File: src/rtl/sfp_link_pkg.sv
// Shared types for the optical link controller: FSM state encoding,
// fault cause codes and the width of the shared state timer.
package sfp_link_pkg;

    // Shared down-counter width; 20 bits covers the 400000-cycle timers.
    localparam int TMR_W = 20;

    typedef enum logic [2:0] {
        ST_OFF,
        ST_SETTLE,
        ST_ACQ,
        ST_UP,
        ST_BACKOFF
    } state_t;

    typedef enum logic [2:0] {
        FLT_NONE   = 3'd0,
        FLT_TX     = 3'd1,
        FLT_LOS    = 3'd2,
        FLT_GAP    = 3'd3,
        FLT_RX_ERR = 3'd4,
        FLT_ACQ_TO = 3'd5
    } fault_t;

endpackage

File: src/rtl/sfp_link_ctrl_sync2.sv
// Two-flop synchronizer for asynchronous SFP status pins.
// Ports: i_clk, i_res (sync, active high), i_d (async in), o_q (synced out).
module sync2 (
    input  logic i_clk,
    input  logic i_res,
    input  logic i_d,
    output logic o_q
);

    logic [1:0] r_ff;

    always_ff @(posedge i_clk) begin
        if (i_res) begin
            r_ff <= 2'b00;
        end else begin
            r_ff <= {r_ff[0], i_d};
        end
    end

    assign o_q = r_ff[1];

endmodule

File: src/rtl/sfp_link_ctrl.sv
// Optical link sequencer: SFP TX enable, LVDS enables, link acquisition
// from received frame status, supervision with retry backoff.
// Ports: i_clk, i_res (sync, active high), i_enable, i_sfp_tx_flt, i_sfp_los,
//   i_rx_frame_ok, i_rx_frame_err -> o_sfp_tx_dis_n, o_drv_en, o_rcv_en_n,
//   o_tx_gate, o_link_up, o_fault_code[2:0], o_retry_cnt[7:0].
module sfp_link_ctrl
    import sfp_link_pkg::*;
#(
    parameter int SETTLE_CYC      = 40000,
    parameter int ACQ_TIMEOUT_CYC = 400000,
    parameter int RX_GAP_CYC      = 4000,
    parameter int GOOD_FRAMES     = 8,
    parameter int ERR_LIMIT       = 4,
    parameter int BACKOFF_CYC     = 400000
) (
    input  logic       i_clk,
    input  logic       i_res,
    input  logic       i_enable,
    input  logic       i_sfp_tx_flt,
    input  logic       i_sfp_los,
    input  logic       i_rx_frame_ok,
    input  logic       i_rx_frame_err,
    output logic       o_sfp_tx_dis_n,
    output logic       o_drv_en,
    output logic       o_rcv_en_n,
    output logic       o_tx_gate,
    output logic       o_link_up,
    output logic [2:0] o_fault_code,
    output logic [7:0] o_retry_cnt
);

    localparam int GW = $clog2(GOOD_FRAMES + 1);
    localparam int EW = $clog2(ERR_LIMIT + 1);

    // Timers load N-1 and transition when they read 0: N cycles in state.
    localparam logic [TMR_W-1:0] SETTLE_LD = TMR_W'(SETTLE_CYC - 1);
    localparam logic [TMR_W-1:0] ACQ_LD    = TMR_W'(ACQ_TIMEOUT_CYC - 1);
    localparam logic [TMR_W-1:0] BO_LD     = TMR_W'(BACKOFF_CYC - 1);
    localparam logic [TMR_W-1:0] GAP_LIM   = TMR_W'(RX_GAP_CYC);
    localparam logic [GW-1:0]    GOOD_LAST = GW'(GOOD_FRAMES - 1);
    localparam logic [EW-1:0]    ERR_LAST  = EW'(ERR_LIMIT - 1);

    logic w_tflt_s;
    logic w_los_s;

    sync2 u_sync_tflt (
        .i_clk (i_clk),
        .i_res (i_res),
        .i_d   (i_sfp_tx_flt),
        .o_q   (w_tflt_s)
    );

    sync2 u_sync_los (
        .i_clk (i_clk),
        .i_res (i_res),
        .i_d   (i_sfp_los),
        .o_q   (w_los_s)
    );

    state_t           r_state;
    fault_t           r_code;
    logic [TMR_W-1:0] r_tmr;
    logic [TMR_W-1:0] r_gap;
    logic [GW-1:0]    r_good;
    logic [EW-1:0]    r_err;
    logic [7:0]       r_retry;
    logic             r_tx_dis_n;
    logic             r_drv_en;
    logic             r_rcv_en_n;
    logic             r_tx_gate;
    logic             r_link_up;

    // A simultaneous ok+err pulse counts as an error only.
    logic w_ok;
    logic w_err;
    logic w_frame;
    logic w_tmr_done;
    logic w_gap_to;

    assign w_ok       = i_rx_frame_ok & ~i_rx_frame_err;
    assign w_err      = i_rx_frame_err;
    assign w_frame    = i_rx_frame_ok | i_rx_frame_err;
    assign w_tmr_done = (r_tmr == '0);
    assign w_gap_to   = (r_gap > GAP_LIM);

    state_t           w_nxt;
    fault_t           w_code;
    logic [GW-1:0]    w_good_nxt;
    logic [EW-1:0]    w_err_nxt;
    logic [TMR_W-1:0] w_reload;
    logic             w_enter;
    logic             w_on;

    always_comb begin
        w_nxt      = r_state;
        w_code     = r_code;
        w_good_nxt = r_good;
        w_err_nxt  = r_err;
        if (!i_enable) begin
            w_nxt = ST_OFF;
        end else begin
            unique case (r_state)
                ST_OFF: begin
                    w_nxt = ST_SETTLE;
                end
                ST_SETTLE: begin
                    if (w_tflt_s) begin
                        w_nxt  = ST_BACKOFF;
                        w_code = FLT_TX;
                    end else if (w_tmr_done) begin
                        w_nxt = ST_ACQ;
                    end
                end
                ST_ACQ: begin
                    if (w_tflt_s) begin
                        w_nxt  = ST_BACKOFF;
                        w_code = FLT_TX;
                    end else if (w_tmr_done) begin
                        w_nxt  = ST_BACKOFF;
                        w_code = FLT_ACQ_TO;
                    end else if (w_los_s || w_gap_to || w_err) begin
                        w_good_nxt = '0;
                    end else if (w_ok) begin
                        if (r_good == GOOD_LAST) begin
                            w_nxt  = ST_UP;
                            w_code = FLT_NONE;
                        end else begin
                            w_good_nxt = r_good + 1'b1;
                        end
                    end
                end
                ST_UP: begin
                    if (w_tflt_s) begin
                        w_nxt  = ST_BACKOFF;
                        w_code = FLT_TX;
                    end else if (w_los_s) begin
                        w_nxt  = ST_BACKOFF;
                        w_code = FLT_LOS;
                    end else if (w_gap_to) begin
                        w_nxt  = ST_BACKOFF;
                        w_code = FLT_GAP;
                    end else if (w_err) begin
                        if (r_err == ERR_LAST) begin
                            w_nxt  = ST_BACKOFF;
                            w_code = FLT_RX_ERR;
                        end else begin
                            w_err_nxt = r_err + 1'b1;
                        end
                    end else if (w_ok) begin
                        w_err_nxt = '0;
                    end
                end
                ST_BACKOFF: begin
                    if (w_tmr_done) begin
                        w_nxt = ST_SETTLE;
                    end
                end
                default: begin
                    w_nxt = ST_OFF;
                end
            endcase
        end
    end

    always_comb begin
        w_reload = '0;
        unique case (w_nxt)
            ST_SETTLE:  w_reload = SETTLE_LD;
            ST_ACQ:     w_reload = ACQ_LD;
            ST_BACKOFF: w_reload = BO_LD;
            default:    w_reload = '0;
        endcase
    end

    assign w_enter = (w_nxt != r_state);
    assign w_on    = (r_state == ST_SETTLE) ||
                     (r_state == ST_ACQ) ||
                     (r_state == ST_UP);

    always_ff @(posedge i_clk) begin
        if (i_res) begin
            r_state    <= ST_OFF;
            r_code     <= FLT_NONE;
            r_tmr      <= '0;
            r_gap      <= '0;
            r_good     <= '0;
            r_err      <= '0;
            r_retry    <= '0;
            r_tx_dis_n <= 1'b0;
            r_drv_en   <= 1'b0;
            r_rcv_en_n <= 1'b1;
            r_tx_gate  <= 1'b0;
            r_link_up  <= 1'b0;
        end else begin
            r_state <= w_nxt;
            r_code  <= w_code;
            if (w_enter) begin
                r_tmr  <= w_reload;
                r_gap  <= '0;
                r_good <= '0;
                r_err  <= '0;
                if (w_nxt == ST_BACKOFF && r_retry != 8'hFF) begin
                    r_retry <= r_retry + 8'd1;
                end
            end else begin
                if (!w_tmr_done) begin
                    r_tmr <= r_tmr - 1'b1;
                end
                if (w_frame) begin
                    r_gap <= '0;
                end else if (r_gap != '1) begin
                    r_gap <= r_gap + 1'b1;
                end
                r_good <= w_good_nxt;
                r_err  <= w_err_nxt;
            end
            // Outputs decode the current state, so they trail entry by a cycle.
            r_tx_dis_n <= w_on;
            r_drv_en   <= w_on;
            r_rcv_en_n <= ~w_on;
            r_tx_gate  <= (r_state == ST_UP);
            r_link_up  <= (r_state == ST_UP);
        end
    end

    assign o_sfp_tx_dis_n = r_tx_dis_n;
    assign o_drv_en       = r_drv_en;
    assign o_rcv_en_n     = r_rcv_en_n;
    assign o_tx_gate      = r_tx_gate;
    assign o_link_up      = r_link_up;
    assign o_fault_code   = r_code;
    assign o_retry_cnt    = r_retry;

endmodule

File: config.mk
export PLATFORM = sky130hd
export DESIGN_NAME = sfp_link_ctrl
export DESIGN_NICKNAME = d
export VERILOG_FILES = /design/src/rtl/sfp_link_pkg.sv /design/src/rtl/sfp_link_ctrl_sync2.sv /design/src/rtl/sfp_link_ctrl.sv
export SDC_FILE = /design/constraint.sdc
export NUM_CORES = 1
export LEC_CHECK = 0
export CORE_ASPECT_RATIO = 1.2
export CORE_MARGIN = 3
export CORE_UTILIZATION = 53
export CTS_CLUSTER_SIZE = 30
export DETAILED_ROUTE_END_ITERATION = 6
export PLACE_DENSITY = 0.87
export SYNTH_ARGS = -nofsm -noshare
export SYNTH_HDL_FRONTEND = slang
export SYNTH_SLANG_ARGS = --single-unit
File: constraint.sdc
create_clock -name i_clk -period 2.48 [get_ports i_clk]
set_clock_uncertainty 0.05 [all_clocks]
set_input_delay 0.248 -clock i_clk [delete_from_list [all_inputs] [get_ports i_clk]]
set_output_delay 0.248 -clock i_clk [all_outputs]
set_load 0.02 [all_outputs]
Yosys cells after proc, flatten, opt, wreduce, memory -nomap -nowiden
Index checks and enable logic that the tools add are counted.
W data, S select, Z words.
{ "totals": {"ramBits": 0, "in_bits": 7, "n_memories": 0, "latch_bits": 0, "register_bits": 68, "romBits": 0} }
{ "op_classes": {"multipliers": 0, "eq_ne": 21, "n_shift": 0, "muxes": 36, "n_lt_le_gt_ge": 1, "bitwise": 8, "div_mod_pow": 0, "reduce_logical": 17, "n_addsub": 5} }
{ "op_table": {"columns": ["op", "n"], "rows": [
  ["$mux W3", 28],
  ["$mux W20", 2],
  ["$pmux W19 S2", 1],
  ["$add A20 B1 Y20 const B", 1],
  ["$gt A20 B12 Y1 const B", 1],
  ["$logic_not A20 Y1", 1],
  ["$ne A20 B20 Y1 const B", 1],
  ["$sub A20 B1 Y20 const B", 1],
  ["$pmux W3 S5", 1],
  ["$eq A3 B2 Y1 const B", 4],
  ["$mux W4", 3],
  ["$ne A4 B3 Y1 const B", 3],
  ["$ne A5 B3 Y1 const B", 2],
  ["$pmux W3 S3", 1],
  ["$add A8 B1 Y8 const B", 1],
  ["$ne A8 B8 Y1 const B", 1],
  ["$reduce_and A8 Y1", 1],
  ["$reduce_and A7 Y1", 1],
  ["$eq A3 B1 Y1 const B", 2],
  ["$eq A3 B3 Y1 const B", 2],
  ["$not A1 Y1", 6],
  ["$reduce_and A6 Y1", 1],
  ["$add A4 B1 Y4 const B", 1],
  ["$eq A4 B3 Y1 const B", 1],
  ["14 further kinds", 21]
]} }

Logic depth before layout (Yosys ltp)
{ "depth": {"depth_word": 12, "ltp_mapped": 11, "depth_no_buf": 9} }

Hierarchy
Synthesis repeated with hierarchy kept, for this count alone.
{ "unflattened": {"cells_unflattened": 426, "area_unflattened_um2": 3530.9} }
{ "by_module_without_submodules": {"columns": ["mod", "n_inst", "cells_per_inst", "area_each_um2"], "rows": [
  ["sfp_link_ctrl", 1, 418, 3425.8],
  ["sync2", 2, 4, 52.6]
]} }

Worst setup path after synthesis
Ideal clock, no wire load.
{ "synth_timing": {"path_kind": "reg2reg", "from": "reg r_tmr[11]", "to": "reg r_tmr[0]", "synth_period_minus_slack_ns": 2.671, "path_slack_ns": -0.191, "n_path_buf": 2, "arrival_ns": 2.489, "stages_incl_launch_ff": 10, "path_cell_list": "dfxtp_1 > or4_4 > or4b_1 > buf_4 > or2_4 > buf_6 > nand2_2 > nor2_2 > nor4_4 > a21oi_1"} }
{ "synth_via": {"elab_chain_len": 9, "elab_cells_between_ends": 16, "cone_classes": "5 x eq/ne; 9 x mux; 2 x reduce/logical"} }
{ "synth_rtl": {"columns": ["item", "line_no", "text"], "rows": [
  ["start: declaration", "sfp_link_ctrl.sv:62", "logic [TMR_W-1:0] r_tmr;"],
  ["start signal: assignment", "sfp_link_ctrl.sv:198", "r_tmr <= w_reload;"],
  ["start signal: assignment", "sfp_link_ctrl.sv:207", "r_tmr <= r_tmr - 1'b1;"],
  ["$logic_not A20 Y1 *", "sfp_link_ctrl.sv:83", "assign w_tmr_done = (r_tmr == '0);"],
  ["$mux W3, on equally long branches", "sfp_link_ctrl.sv:118, sfp_link_ctrl.sv:110", null],
  ["$mux W3, on equally long branches", "sfp_link_ctrl.sv:115, sfp_link_ctrl.sv:107", null],
  ["$pmux W3 S5", "sfp_link_ctrl.sv:102", "unique case (r_state)"],
  ["$mux W3", "sfp_link_ctrl.sv:99", "if (!i_enable) begin"],
  ["$eq A3 B3 Y1 / $eq A3 B2 Y1 (equally long branches)", "sfp_link_ctrl.sv:167", "unique case (w_nxt)"],
  ["$reduce_or A2 Y1 (no source line)", null, null],
  ["$pmux W19 S2", "sfp_link_ctrl.sv:167", null],
  ["$mux W20", "sfp_link_ctrl.sv:197", "if (w_enter) begin"]
]} }
Mark *: on every way between the ends. The rest lies on a longest branch, timed or not.
A chain may end at the register's enable or synchronous reset.

Worst setup path in the final report
{ "layout_timing": {"from": "reg r_tmr[11]", "to": "reg r_tmr[6]"} }
The elaborated chain is that of the path after synthesis.

==> out/qor.csv <==
stage,metric,value,unit
outcome,status,"finished, violations left",
outcome,failed_checks,negative setup slack,
routing,finalWirelength,13300,µm
yosys,synth-edff-count,0,
pwr,power.density,549,mW/mm²
pwr,leakage,0.00187,µW
placed_design,port_buffers,22,
placed_design,post_dp_cell_area,0.00441,mm²
yosys,synth.top_cell.area_share,37.7,%
yosys,avgSynthCellArea,8.36,µm²
grt,grtUsageTotal,26.7,%
yosys,yosysSeqAreaShare,37.7,%
critical_path,crit_family,simple AND/OR/NAND/NOR gates,
critical_path,arrival,3.04,ns
run,maxCapViolations,0,
routing,first_pass_iters,6,
critical_path,crit_type,flip-flop to flip-flop,
yosys,yosys.area.top_type,dfxtp_1,
critical_path,crit_required,2.69,ns
yosys,synth_nets,446,
timing,post-route-period-util,114,%
critical_path,worstSetupStartpointType,flip-flop,
routing,num_vias,4065,
final_layout,design_area,0.00506,mm²
yosys,yosysWarningCount,0,
critical_path,crit_path_max_fanout,8,
grt,grt-ovfl-total,0,
floorplan,dieArea,0.00785,mm²
yosys,async_flop_share,0,%
timing,setup_ws,-0.359,ns
placed_design,dp_hpwl,6640,µm
clocking,cts_buffers,9,
critical_path,slowest_stage,or4b_4,
clocking,clkTransAtPathRegs,0.08,ns
final_layout,syn_to_final_growth,40.0,%
timing,relSlewSlack,62.2,%
timing,worst_hold_slack,0.428,ns
yosys,ys_top_cells_by_area,"dfxtp_1 (38%), nor2_1 (5.4%), xor2_1 (5.1%)",
final_layout,fin_util,77.5,%
clocking,cts_tree,done,
grt,grt_pass1_wl,16200,µm
timing,slew_viol_final,0,
timing,finalSetupViolations,59,
clocking,cts.sinks,68,
yosys,synth_seq_cells,68,
routing,post_drt_wl_per_cell,21.6,µm
worst_hold_path,hold_class,primary input to flip-flop,
floorplan,die_h,96.5,µm
pwr,ir_worst_vdd,0.302,mV
timing,rsz0062_at_grt,yes,
placed_design,gp_congestion,0.921,
yosys,synth_cell_types,66,
grt,grt_max_degree,26,
placed_design,place_ws,-0.261,ns
critical_path,cpPeakStageDelay,0.59,ns
final_layout,antenna_cells,0,
yosys,postSynthCellCount,432,
routing,drt_first_iter_violations,530,
routing,postRouteAntennaNets,0,
clocking,cts_root_buf,clkbuf_8,
floorplan,ios,23,
final_layout,nets,539,
floorplan,dieWidth,81.4,µm
yosys,syn_area,0.00361,mm²
clocking,clk_latency,0.36,ns
floorplan,start_util,55.4,%
final_layout,drive_gt1_share,30.4,%
grt,first_global_vias,3571,
grt,antenna_found_initial,0,
clocking,htree_levels,3,
floorplan,coreArea,0.00653,mm²
yosys,synth-main-ff-cell,dfxtp_1,
critical_path,crit_chain,or4_4 > or4b_4 > or2_4 > nor3_4 > o311a_4 > nor2_2 > o32ai_1,
critical_path,crit_buf_inv,0,
timing,tightest_slew,0.567,ns
clocking,clk_path_buf_depth,2,
floorplan,rows,32,
routing,vias_per_cell,6.61,
routing,drc,0,
timing,fmax,352,MHz
timing,fin_crit,2.84,ns
timing,hold_viol_final,0,
critical_path,critPathCaptureType,flip-flop,
-- final timing paths --
check,depth (start not counted),slack (ns),to,startpoint
max reg2reg,7,-0.36,r_tmr[6],r_tmr[11]
min,2,0.43,u_sync_los.r_ff[0],i_sfp_los
min reg2reg,2,0.44,o_fault_code[2],o_fault_code[2]
max,7,-0.36,r_tmr[6],r_tmr[11]
-- metal layers --
metal / wire length [µm] / vias to the layer above / part of all wire, % / GRT usage (%)
met1: 4750 / 1926 / 36 / 28.6
met5: 0 / - / 0 / 0
met2: 6530 / 311 / 49 / 47.4
met3: 1170 / 98 / 8.8 / 5.75
li1: - / 1730 / - / -
met4: 831 / 0 / 6.3 / 15.9
-- through the flow --
step / TNS, ns / instances / total power (µW)
2_1_floorplan: -3.71 / 432 / 1440
3_3_place_gp: -6.71 / 587 / 1570
3_5_place_dp: -9.02 / 587 / 1590
4_1_cts: -8.44 / 604 / 2690
5_1_grt: -19.11 / 615 / 2840
6_report: -15.53 / 615 / 2780
-- synthesized netlist by cell type (3+ instances only) --
cell,instances
a211oi_1,5
nand3b_1,5
and2_1,5
nor3_1,16
o21a_1,3
nand2b_1,7
ha_1,7
o21ai_0,15
clkbuf_1,10
a31oi_1,5
nor2_2,3
buf_4,3
nor4_1,6
o32ai_1,3
nand2_1,30
nor2b_1,8
buf_2,5
o31ai_1,8
xnor2_1,13
dfxtp_1,68
buf_6,4
mux2i_1,3
or3_1,8
nor2_1,52
xor2_1,21
inv_1,11
and3_1,7
nand4_1,11
a21oi_1,34
nand3_1,14
-- layout by cell type (no fill, tap or decap), types with 6 or more instances in the layout --
cell,count
nand2_1,29
nand4_1,11
nor2_2,7
nand2b_1,7
and3_1,7
inv_1,11
nor2_1,37
clkdlybuf4s50_1,22
nor2_4,11
or3_1,8
nor3_1,16
nand3_1,12
clkbuf_8,9
nor2b_1,8
buf_4,71
ha_1,7
o31ai_1,8
nor4_1,6
xor2_1,21
dfxtp_1,67
xnor2_1,13
o21ai_0,14
a21oi_1,30
-- where the power goes --
part	internal, µW	leakage (µW)	switching, µW
Sequential	1130	0.000553	26.7
Combinational	228	0.00120	284
Clock	663	0.000115	447
Total	2020	0.00187	758
-- cell families (layout without fill, tap and decap cells) --
logic type	count (synthesis)	count (layout)	synth area share, %
XOR/XNOR	34	34	8.24
AO/OA/AOI/OAI	92	92	16.8
adder cells (fa/ha/maj)	7	7	2.42
multiplexers	4	4	1.14
buffers and inverters	34	132	4.85
flip-flops	68	68	37.7
AND/OR/NAND/NOR	193	193	28.9
-- final cells by class --
cell class,count,area [µm²]
well taps,85,106
repair buffers,105,960
multi-input cells,330,2350
clock inverters,7,115
inverters,11,41.3
fillers,330,1470
flip-flops and latches,68,1360
clock buffers,9,124
-- what timing repair did --
item                                    4_1_cts  5_1_grt
pin swaps                                     4       22
hold buffers                                  0        0
endpoints found under the setup margin       58       59
buffers inserted                              1        9
endpoints found under the hold margin         0        0
resized for setup                            11       51
gates cloned                                  0        3
-- sequential cells by signal (all words and copies together), names as in the netlist --
register	flops
r_good	4
u_sync_los.r_ff	2
o_drv_en	1
r_gap	20
r_tmr	20
o_rcv_en_n	1
r_state	3
o_retry_cnt	8
r_err	3
o_fault_code	3
u_sync_tflt.r_ff	2
o_link_up	1
(Power assumes the default switching activity.)
